**config.mk**
```make
export PLATFORM = sky130hd
export DESIGN_NAME = period_seq_8bit_flat
export DESIGN_NICKNAME = d
export VERILOG_FILES = /design/src/rtl/period_seq_8bit_pkg.sv /design/src/rtl/period_seq_8bit_if.sv /design/src/rtl/period_table.sv /design/src/rtl/period_seq_8bit.sv /design/src/flat_wrapper.sv
export SDC_FILE = /design/constraint.sdc
export NUM_CORES = 1
export LEC_CHECK = 0
export CAP_MARGIN = 20
export CORE_MARGIN = 2
export CORE_UTILIZATION = 50
export CTS_CLUSTER_SIZE = 40
export DETAILED_ROUTE_END_ITERATION = 7
export PLACE_DENSITY = 0.74
export SETUP_SLACK_MARGIN = 0.05
export SLEW_MARGIN = 10
export SYNTH_ARGS = -nofsm -noshare
export SYNTH_HDL_FRONTEND = slang
export SYNTH_SLANG_ARGS = --single-unit
```
**constraint.sdc**
```tcl
create_clock -name clk -period 6.6 [get_ports clk]
set_input_delay 0.99 -clock clk [delete_from_list [all_inputs] [get_ports clk]]
set_output_delay 0.99 -clock clk [all_outputs]
set_load 0.01 [all_outputs]
```
**src/rtl/period_seq_8bit_pkg.sv**
```systemverilog
// Shared definitions for the period sequencer.
//   state_t    : FSM state encoding (IDLE/LOAD/ARM/RUN)
//   DW_DEFAULT : default reload value width, matching the downstream 8-bit stage
package period_seq_8bit_pkg;

    typedef enum logic [1:0] {
        IDLE = 2'b00,
        LOAD = 2'b01,
        ARM  = 2'b10,
        RUN  = 2'b11
    } state_t;

    localparam int DW_DEFAULT = 8;

endpackage

```
**src/rtl/period_seq_8bit_if.sv**
```systemverilog
// Bus bundle between the sequencer and its controller/downstream stage.
//   Table write : wr_en, wr_addr, wr_data
//   Control     : num_seg, loop_en, start, stop, tc_in
//   Outputs     : load, re_load, data_out, seg_idx, busy, seq_done, err
// The master modport drives the controls; the slave modport is the sequencer.
interface period_seq_8bit_if
    import period_seq_8bit_pkg::*;
#(
    parameter int AW = 2,
    parameter int DW = DW_DEFAULT
);
    logic          wr_en;
    logic [AW-1:0] wr_addr;
    logic [DW-1:0] wr_data;
    logic [AW:0]   num_seg;
    logic          loop_en;
    logic          start;
    logic          stop;
    logic          tc_in;
    logic          load;
    logic          re_load;
    logic [DW-1:0] data_out;
    logic [AW-1:0] seg_idx;
    logic          busy;
    logic          seq_done;
    logic          err;

    modport master (
        output wr_en, wr_addr, wr_data, num_seg, loop_en, start, stop, tc_in,
        input  load, re_load, data_out, seg_idx, busy, seq_done, err
    );

    modport slave (
        input  wr_en, wr_addr, wr_data, num_seg, loop_en, start, stop, tc_in,
        output load, re_load, data_out, seg_idx, busy, seq_done, err
    );
endinterface

```
**src/rtl/period_table.sv**
```systemverilog
// Reload value table: DEPTH x DW register file.
//   clk, rst          : clock, asynchronous active-low clear of all entries
//   wr_en/wr_addr/wr_data : single write port, captured on the rising edge
//   rd_addr/rd_data   : combinational read port
module period_table #(
    parameter int DEPTH = 4,
    parameter int AW    = 2,
    parameter int DW    = 8
) (
    input  logic          clk,
    input  logic          rst,
    input  logic          wr_en,
    input  logic [AW-1:0] wr_addr,
    input  logic [DW-1:0] wr_data,
    input  logic [AW-1:0] rd_addr,
    output logic [DW-1:0] rd_data
);
    logic [DW-1:0] mem [DEPTH];

    always_ff @(posedge clk or negedge rst) begin
        if (!rst) begin
            for (int i = 0; i < DEPTH; i++) begin
                mem[i] <= '0;
            end
        end else if (wr_en) begin
            mem[wr_addr] <= wr_data;
        end
    end

    // Register file rather than block RAM: the sequencer needs the entry in
    // the same cycle it decides to program it, and reset must clear it.
    assign rd_data = mem[rd_addr];
endmodule

```
**src/rtl/period_seq_8bit.sv**
```systemverilog
// Period sequencer: programs a table of reload values into the downstream
// 8-bit counter/reload stage, one segment per terminal count.
//   clk, rst : clock, asynchronous active-low reset
//   bus      : slave side of period_seq_8bit_if (table write, control, outputs)
// Every output is a register; the *_next values are computed one cycle ahead
// so that load is high exactly while the FSM sits in LOAD and re_load while
// it sits in ARM.
module period_seq_8bit
    import period_seq_8bit_pkg::*;
#(
    parameter int DEPTH = 4,
    parameter int AW    = 2,
    parameter int DW    = DW_DEFAULT
) (
    input  logic               clk,
    input  logic               rst,
    period_seq_8bit_if.slave   bus
);
    state_t        state_reg, state_next;
    logic [AW:0]   num_seg_reg, num_seg_next;
    logic          loop_en_reg, loop_en_next;
    logic [AW-1:0] seg_idx_reg, seg_idx_next;
    logic [DW-1:0] data_out_reg, data_out_next;
    logic          load_reg, load_next;
    logic          re_load_reg, re_load_next;
    logic          busy_reg, busy_next;
    logic          seq_done_reg, seq_done_next;
    logic          err_reg, err_next;

    logic          tbl_we;
    logic [DW-1:0] tbl_rd_data;
    logic          start_ok;
    logic          last_seg;

    period_table #(
        .DEPTH (DEPTH),
        .AW    (AW),
        .DW    (DW)
    ) u_table (
        .clk     (clk),
        .rst     (rst),
        .wr_en   (tbl_we),
        .wr_addr (bus.wr_addr),
        .wr_data (bus.wr_data),
        .rd_addr (seg_idx_next),
        .rd_data (tbl_rd_data)
    );

    assign start_ok = (bus.num_seg != '0) && (bus.num_seg <= (AW+1)'(DEPTH));
    assign last_seg = ({1'b0, seg_idx_reg} == (num_seg_reg - (AW+1)'(1)));

    always_ff @(posedge clk or negedge rst) begin
        if (!rst) begin
            state_reg    <= IDLE;
            num_seg_reg  <= '0;
            loop_en_reg  <= 1'b0;
            seg_idx_reg  <= '0;
            data_out_reg <= '0;
            load_reg     <= 1'b0;
            re_load_reg  <= 1'b0;
            busy_reg     <= 1'b0;
            seq_done_reg <= 1'b0;
            err_reg      <= 1'b0;
        end else begin
            state_reg    <= state_next;
            num_seg_reg  <= num_seg_next;
            loop_en_reg  <= loop_en_next;
            seg_idx_reg  <= seg_idx_next;
            data_out_reg <= data_out_next;
            load_reg     <= load_next;
            re_load_reg  <= re_load_next;
            busy_reg     <= busy_next;
            seq_done_reg <= seq_done_next;
            err_reg      <= err_next;
        end
    end

    always_comb begin
        state_next    = state_reg;
        num_seg_next  = num_seg_reg;
        loop_en_next  = loop_en_reg;
        seg_idx_next  = seg_idx_reg;
        data_out_next = data_out_reg;
        load_next     = 1'b0;
        re_load_next  = 1'b0;
        seq_done_next = 1'b0;
        err_next      = 1'b0;
        tbl_we        = 1'b0;

        if (state_reg == IDLE) begin
            tbl_we = bus.wr_en;
            if (bus.start && !bus.stop) begin
                if (start_ok) begin
                    state_next    = LOAD;
                    num_seg_next  = bus.num_seg;
                    loop_en_next  = bus.loop_en;
                    seg_idx_next  = '0;
                    load_next     = 1'b1;
                    data_out_next = tbl_rd_data;
                end else begin
                    err_next = 1'b1;
                end
            end
        end else begin
            // Writes while a pass is running would change a value mid-pass.
            err_next = bus.wr_en;
            if (bus.stop) begin
                state_next = IDLE;
            end else begin
                case (state_reg)
                    LOAD: begin
                        state_next   = ARM;
                        re_load_next = 1'b1;
                    end
                    ARM: begin
                        state_next = RUN;
                    end
                    RUN: begin
                        if (bus.tc_in) begin
                            if (!last_seg) begin
                                seg_idx_next  = seg_idx_reg + AW'(1);
                                state_next    = LOAD;
                                load_next     = 1'b1;
                                data_out_next = tbl_rd_data;
                            end else if (loop_en_reg) begin
                                seg_idx_next  = '0;
                                state_next    = LOAD;
                                load_next     = 1'b1;
                                data_out_next = tbl_rd_data;
                            end else begin
                                seq_done_next = 1'b1;
                                state_next    = IDLE;
                            end
                        end
                    end
                    default: state_next = IDLE;
                endcase
            end
        end

        busy_next = (state_next != IDLE);
    end

    assign bus.load     = load_reg;
    assign bus.re_load  = re_load_reg;
    assign bus.data_out = data_out_reg;
    assign bus.seg_idx  = seg_idx_reg;
    assign bus.busy     = busy_reg;
    assign bus.seq_done = seq_done_reg;
    assign bus.err      = err_reg;
endmodule

```
**src/flat_wrapper.sv**
```systemverilog
// flat-port wrapper written by rule: the top's interface ports become plain ports
module period_seq_8bit_flat import period_seq_8bit_pkg::*;
#(
    parameter int DEPTH = 4,
    parameter int AW    = 2,
    parameter int DW    = DW_DEFAULT
)
  (clk, rst, bus_wr_en, bus_wr_addr, bus_wr_data, bus_num_seg, bus_loop_en, bus_start, bus_stop, bus_tc_in, bus_load, bus_re_load, bus_data_out, bus_seg_idx, bus_busy, bus_seq_done, bus_err);
  period_seq_8bit_if #(.AW(AW), .DW(DW)) bus_i ();
  input  logic clk;
  input  logic rst;
  input wire logic [$bits(bus_i.wr_en)-1:0] bus_wr_en;
  input wire logic [$bits(bus_i.wr_addr)-1:0] bus_wr_addr;
  input wire logic [$bits(bus_i.wr_data)-1:0] bus_wr_data;
  input wire logic [$bits(bus_i.num_seg)-1:0] bus_num_seg;
  input wire logic [$bits(bus_i.loop_en)-1:0] bus_loop_en;
  input wire logic [$bits(bus_i.start)-1:0] bus_start;
  input wire logic [$bits(bus_i.stop)-1:0] bus_stop;
  input wire logic [$bits(bus_i.tc_in)-1:0] bus_tc_in;
  output wire logic [$bits(bus_i.load)-1:0] bus_load;
  output wire logic [$bits(bus_i.re_load)-1:0] bus_re_load;
  output wire logic [$bits(bus_i.data_out)-1:0] bus_data_out;
  output wire logic [$bits(bus_i.seg_idx)-1:0] bus_seg_idx;
  output wire logic [$bits(bus_i.busy)-1:0] bus_busy;
  output wire logic [$bits(bus_i.seq_done)-1:0] bus_seq_done;
  output wire logic [$bits(bus_i.err)-1:0] bus_err;
  assign bus_i.wr_en = bus_wr_en;
  assign bus_i.wr_addr = bus_wr_addr;
  assign bus_i.wr_data = bus_wr_data;
  assign bus_i.num_seg = bus_num_seg;
  assign bus_i.loop_en = bus_loop_en;
  assign bus_i.start = bus_start;
  assign bus_i.stop = bus_stop;
  assign bus_i.tc_in = bus_tc_in;
  assign bus_load = bus_i.load;
  assign bus_re_load = bus_i.re_load;
  assign bus_data_out = bus_i.data_out;
  assign bus_seg_idx = bus_i.seg_idx;
  assign bus_busy = bus_i.busy;
  assign bus_seq_done = bus_i.seq_done;
  assign bus_err = bus_i.err;
  period_seq_8bit #(.DEPTH(DEPTH), .AW(AW), .DW(DW)) u_core (.clk(clk), .rst(rst), .bus(bus_i));
endmodule
```
==> results.yml, run 1 <==
synth:
  synth_top_area_cell: "dfrtp_1"
  ys_warn_count: 0
  ys_ff_latch: 53
  syn_inst: 188
  synth_top_family_by_area: "compound AO/OA/AOI/OAI gates"
  synth_compound_area_share_pct: 18.99
  synthXorXnorAreaFrac_pct: 1.909
  avgSynthCellArea_um2: 13.60
  muxShareOfSynthArea_pct: 14.54
  synth_cell_types: 42
  synthSimpleGateAreaFrac_pct: 8.125
  post-synth-top-area-fraction_pct: 51.88
  yosysSeqAreaShare_pct: 51.88
  syn_nets: 209
  synthTopCellsByArea: "dfrtp_1 (52%), mux2_2 (15%), a221oi_2 (5.3%)"
  synth_area_um2: 2556
  synth_fa_ha_area_share_pct: 0.4895
drt:
  num_vias: 1645
  drt.antenna.violating_nets: 0
  dr.pass1.iters: 4
  drc: 0
  wl_um: 4958
  drt_iter0_drc: 105
  via_per_inst: 5.539
  wl_per_cell_um: 16.69
layout:
  multi_input_comb_area_um2: 1126
  drive_above_1_share_pct: 31.28
  largest_reg_flops: 32
  regArea_um2: 1326
  fill_cells: 423
  layout_common_cells: "dfrtp_1 (53), mux2_2 (33), clkdlybuf4s50_1 (33)"
  utilization_pct: 60.64
  layoutNonFillerInstCount: 297
  final_nets: 247
  syn_to_final_growth_pct: 18.84
  antenna_cells: 0
  final_common_cell: "dfrtp_1"
timing:
  max_freq_mhz: 300.5
  setup-tns-final_ns: 0
  final-hold-violation-count: 0
  period_needed_ns: 3.328
  setup_viol: 0
  tightest_slew_ns: 1.041
  skew_ns: 0.008584
  slew_headroom_pct: 30.58
  rsz0062_at_grt: "false"
  finalCritPeriodShare_pct: 50.43
  slew_viol_final: 0
cts:
  cts_max_level: 2
  clock_latency_ns: 0.30
  path_clk_slew_ns: 0.10
  clkSinkCount: 53
  ctsResizeCount: 0
  clk_path_buf_depth: 2
  cts_setup_buffers: 0
  numCtsBuffers: 5
  cts-root-buf: "clkbuf_8"
  cts_hold_buf: 0
  cts_tree: "done"
critical_path:
  worst-path-max-fanout: 17
  path_class: "input pin to flop"
  reg2reg_from: "u_core.num_seg_reg[0]"
  rrSetupSlack_ns: 3.63
  start_kind: "input pin"
  critPathCaptureType: "flop"
  cp_data_arrival_time_ns: 3.49
  required_ns: 6.76
  startpoint: "bus_stop"
power_and_ir_drop:
  pwr-share-seq_pct: 50.7
  switching_power_mw: 0.2882
  intPower_mw: 0.6498
  combPwrFrac_pct: 30.4
  p_per_area_nw_per_um2: 308.8
  swShare_pct: 30.72
  vdd.ir_drop.worst_mv: 0.1553
  power.leakage_nw: 1.288
  p_clk_share_pct: 18.9
placement:
  dp_cells: 289
  hpwl_um: 3400
  portBuffers: 34
  place.gp.congestion: 0.8232
grt:
  grt_overflow: 0
  gr-usage-all-layers_pct: 19.22
  grt_first_pass_wirelength_um: 8093
  grt_pass1_vias: 1623
  antenna_found_initial: 0
  grt_max_degree: 54
min_path:
  hold_start: "u_core.num_seg_reg[1]"
  hold_path.class: "flop to flop"
floorplan:
  design.die.area_um2: 5700
  initial_core_util_pct: 51.02
  fp.coreArea_um2: 5010
  die_x_um: 75.50
  io_pins: 35
  fp.dieH_um: 75.50
  rows: 26
flow_run:
  cap_violations: 0
run_status:
  outcome: "finished clean"
synthesized netlist by cell type (all sizes together):
library cell and n:
nand4 1, nand3 2, nor4b 1, a221oi 16, dfrtp 53, a41o 1, xor2 2, a311o 1
mux2 33, or3 1, nor2 7, o211ai 1, nor2b 2, o311a 1, and4 1, xnor2 1
a31oi 4, o21ai 4, or2 1, a311oi 1, nand4b 1, and2 1, ha 1, o2111ai 1
and3 1, a22oi 9, a21oi 3, inv 19, a31o 1, a2111o 1, nand2 5, nor3b 3
nor3 3, o2bb2ai 1, buf 4
per-layer routing:
| metal | wire, um | vias to the layer above | global-route usage, % |
|---|---|---|---|
| met1 | 2295 | 826 | 26.62 |
| met4 | 55 | 0 | 5.263 |
| met5 | 0 | - | 0 |
| li1 | - | 782 | - |
| met3 | 147 | 5 | 4.101 |
| met2 | 2458 | 32 | 30.92 |
worst max-delay path, stage by stage:
cell and delay [ns]:
clkdlybuf4s50_1 0.51, nand4b_4 0.30, a311oi_4 0.94, a31oi_4 0.28, a221oi_1 0.39, a221oi_2 0.06
power groups by stage:
stage / clock [mW] / combinational [mW] / sequential (mW)
after floorplan: 0 / 0.181 / 0.477
after global placement: 0 / 0.279 / 0.481
after detailed placement: 0 / 0.287 / 0.483
after CTS: 0.184 / 0.288 / 0.476
after global routing: 0.197 / 0.312 / 0.487
final: 0.178 / 0.285 / 0.475
metrics by stage:
stage	setup WS, ns	total power, mW	hold WS, ns	instance area [um2]
3_5_place_dp	2.945	0.7701	0.4955	2954
4_1_cts	3.267	0.9484	0.5182	3038
6_report	3.272	0.9380	0.5114	3038
3_3_place_gp	3.016	0.7602	0.4887	2954
5_1_grt	3.079	0.9953	0.5357	3038
2_1_floorplan	4.238	0.6573	0.4793	2556
kinds of logic after synthesis:
family          count (synthesis)
fa+ha+maj                       1
buf+inv                        23
compound gates                 45
flops                          53
simple gates                   30
mux                            33
xor+xnor                        3
worst paths after layout:
check,depth (start not counted),to
min in group asynchronous,2,u_core.num_seg_reg[1]
max in group asynchronous,2,u_core.u_table.mem[10]
setup / recovery,6,u_core.bus.data_out[1]
hold / removal,1,u_core.num_seg_reg[1]
hold reg to reg,1,u_core.num_seg_reg[1]
setup reg to reg,7,u_core.bus.data_out[1]
area by class of cell:
class | count | share of cell area (%)
multi-input cells | 112 | 37.07
repair buffers | 35 | 11.29
clock inverters | 1 | 0.2471
clock buffers | 7 | 2.512
inverters | 19 | 2.348
flip-flops and latches | 53 | 43.66
well taps | 70 | 2.883
Note: power is estimated with default switching activity, not from simulation.
==> inputs of run 2 (changes only) <==
- clock period: 6.6 -> 3.5 ns (I/O delays scaled with it)
==> run 2 against run 1 <==
Worst setup slack got worse by 2.4 ns. Design area is 1.7% higher. Clock-buffer cell count decreased by 1. Highest routed layer unchanged. Via count up 3.0%. Die area is the same. Global-route usage increased by 0.34 points. Sequential power rose by 89%. Sequential share of layout area fell by 0.72 points.
==> results.yml, run 2 (synthesis gave the netlist of run 1 again) <==
placement:
  place.gp.congestion: 0.8237
  portBuffers: 34
  hpwl_um: 3412
floorplan:
  fp.coreArea_um2: 5010
  fp.dieH_um: 75.50
  design.die.area_um2: 5700
  io_pins: 35
  die_x_um: 75.50
  rows: 26
  initial_core_util_pct: 51.02
layout:
  layout_common_cells: "dfrtp_1 (53), mux2_2 (33), clkdlybuf4s50_1 (33)"
  utilization_pct: 61.66
  final_common_cell: "dfrtp_1"
  antenna_cells: 0
  largest_reg_flops: 32
  drive_above_1_share_pct: 32.75
  final_nets: 249
  syn_to_final_growth_pct: 20.85
drt:
  wl_per_cell_um: 16.73
  drc: 0
  drt_iter0_drc: 107
  dr.pass1.iters: 4
  wl_um: 5001
  num_vias: 1695
  drt.antenna.violating_nets: 0
  via_per_inst: 5.669
cts:
  ctsResizeCount: 0
  numCtsBuffers: 5
  cts-root-buf: "clkbuf_8"
  clkSinkCount: 53
  clk_path_buf_depth: 2
  cts_hold_buf: 0
  cts_setup_buffers: 0
  cts_max_level: 2
  clock_latency_ns: 0.31
  cts_tree: "done"
  path_clk_slew_ns: 0.10
timing:
  setup_viol: 0
  max_freq_mhz: 387.2
  slew_headroom_pct: 41.06
  final-hold-violation-count: 0
  period_needed_ns: 2.583
  finalCritPeriodShare_pct: 73.79
  rsz0062_at_grt: "false"
  tightest_slew_ns: 0.8841
  setup-tns-final_ns: 0
  skew_ns: 0.01105
  slew_viol_final: 0
power_and_ir_drop:
  vdd.ir_drop.worst_mv: 0.3369
  fin_total_pwr_mw: 1.866
  switching_power_mw: 0.5496
  swShare_pct: 29.46
  intPower_mw: 1.316
  power.leakage_nw: 1.317
  pwr-share-seq_pct: 48.1
  p_clk_share_pct: 23.2
  p_per_area_nw_per_um2: 603.9
  combPwrFrac_pct: 28.7
critical_path:
  r2r-end: "u_core.bus.data_out[7]"
  critPathCaptureType: "flop"
  path_class: "flop to flop"
  cp_top_family: "compound AO/OA/AOI/OAI gates"
  cp_data_arrival_time_ns: 2.74
  critPathMaxStageDelay_ns: 0.57
  crit_chain: "inv_1 > ha_1 > xnor2_2 > a31oi_1 > o311a_1 > o211ai_2 > a221oi_2"
  worst-path-max-fanout: 8
  crit_slowest_cell: "o211ai_2"
  path_buf_inv: 1
  start_kind: "flop"
  required_ns: 3.65
  reg2reg_from: "u_core.num_seg_reg[0]"
  ff2ff_path_depth: 7
  rrSetupSlack_ns: 0.92
grt:
  antenna_found_initial: 0
  grt_first_pass_wirelength_um: 8169
  grt_pass1_vias: 1680
  gr-usage-all-layers_pct: 19.56
  grt_max_degree: 41
  grt_overflow: 0
min_path:
  hold_path.class: "input pin to asynchronous set/reset pin"
run_status:
  outcome: "finished clean"
flow_run:
  cap_violations: 0
## run 2: power by group through the flow
| stage | Sequential [mW] | Clock, mW | Combinational (mW) |
|---|---|---|---|
| after global placement | 0.903 | 0 | 0.529 |
| after CTS | 0.898 | 0.444 | 0.542 |
| after global routing | 0.916 | 0.462 | 0.592 |
| after floorplan | 0.899 | 0 | 0.341 |
| after detailed placement | 0.910 | 0 | 0.541 |
| final | 0.897 | 0.433 | 0.535 |
## run 2: area by class of cell
class                      instances  area (um2)
clock buffer                       6       82.58
sequential                        53        1326
clock inverter                     2       37.54
multi-input combinational        112        1126
inverter                          19       71.32
timing repair buffer              37       357.8
tap                               70       87.58
fill                             414        1921
## run 2: metal layers
| layer | share of wire (%) | GRT usage (%) |
|---|---|---|
| met3 | 3.1 | 3.571 |
| met4 | 1.6 | 7.602 |
| met1 | 46 | 25.35 |
| met5 | 0 | 0 |
| met2 | 50 | 32.75 |
## run 2: worst max-delay path by stage
stage | start | depth (start not counted) | end | slack, ns
final | u_core.num_seg_reg[0] | 7 | u_core.bus.data_out[7] | 0.92
after global routing | u_core.num_seg_reg[0] | 7 | u_core.bus.data_out[5] | 0.75
after CTS | u_core.num_seg_reg[0] | 7 | u_core.bus.data_out[1] | 0.92
after detailed placement | bus_stop | 6 | u_core.bus.data_out[0] | 0.79
after global placement | bus_stop | 6 | u_core.bus.data_out[2] | 0.86
after floorplan | u_core.num_seg_reg[0] | 8 | u_core.bus.data_out[7] | 1.29
## run 2: stage by stage
stage / setup WS (ns) / hold slack, ns / std cells / area [um2]
2_1_floorplan: 1.290 / 0.2294 / 188 / 2556
3_3_place_gp: 0.8603 / 0.4873 / 291 / 2969
3_5_place_dp: 0.7850 / 0.4944 / 291 / 2969
4_1_cts: 0.9211 / 0.3633 / 299 / 3089
5_1_grt: 0.7493 / 0.3978 / 299 / 3089
6_report: 0.9174 / 0.3188 / 299 / 3089
## run 2: worst register-to-register path, delay by kind of cell, from the launching register on
kind                       cells  cell delay [ns]
adders and majority gates      1             0.24
xor gates and xnor gates       1             0.40
buffers and inverters          1             0.12
DFF                            1             0.46
AOI/OAI and AO/OA              4             1.20
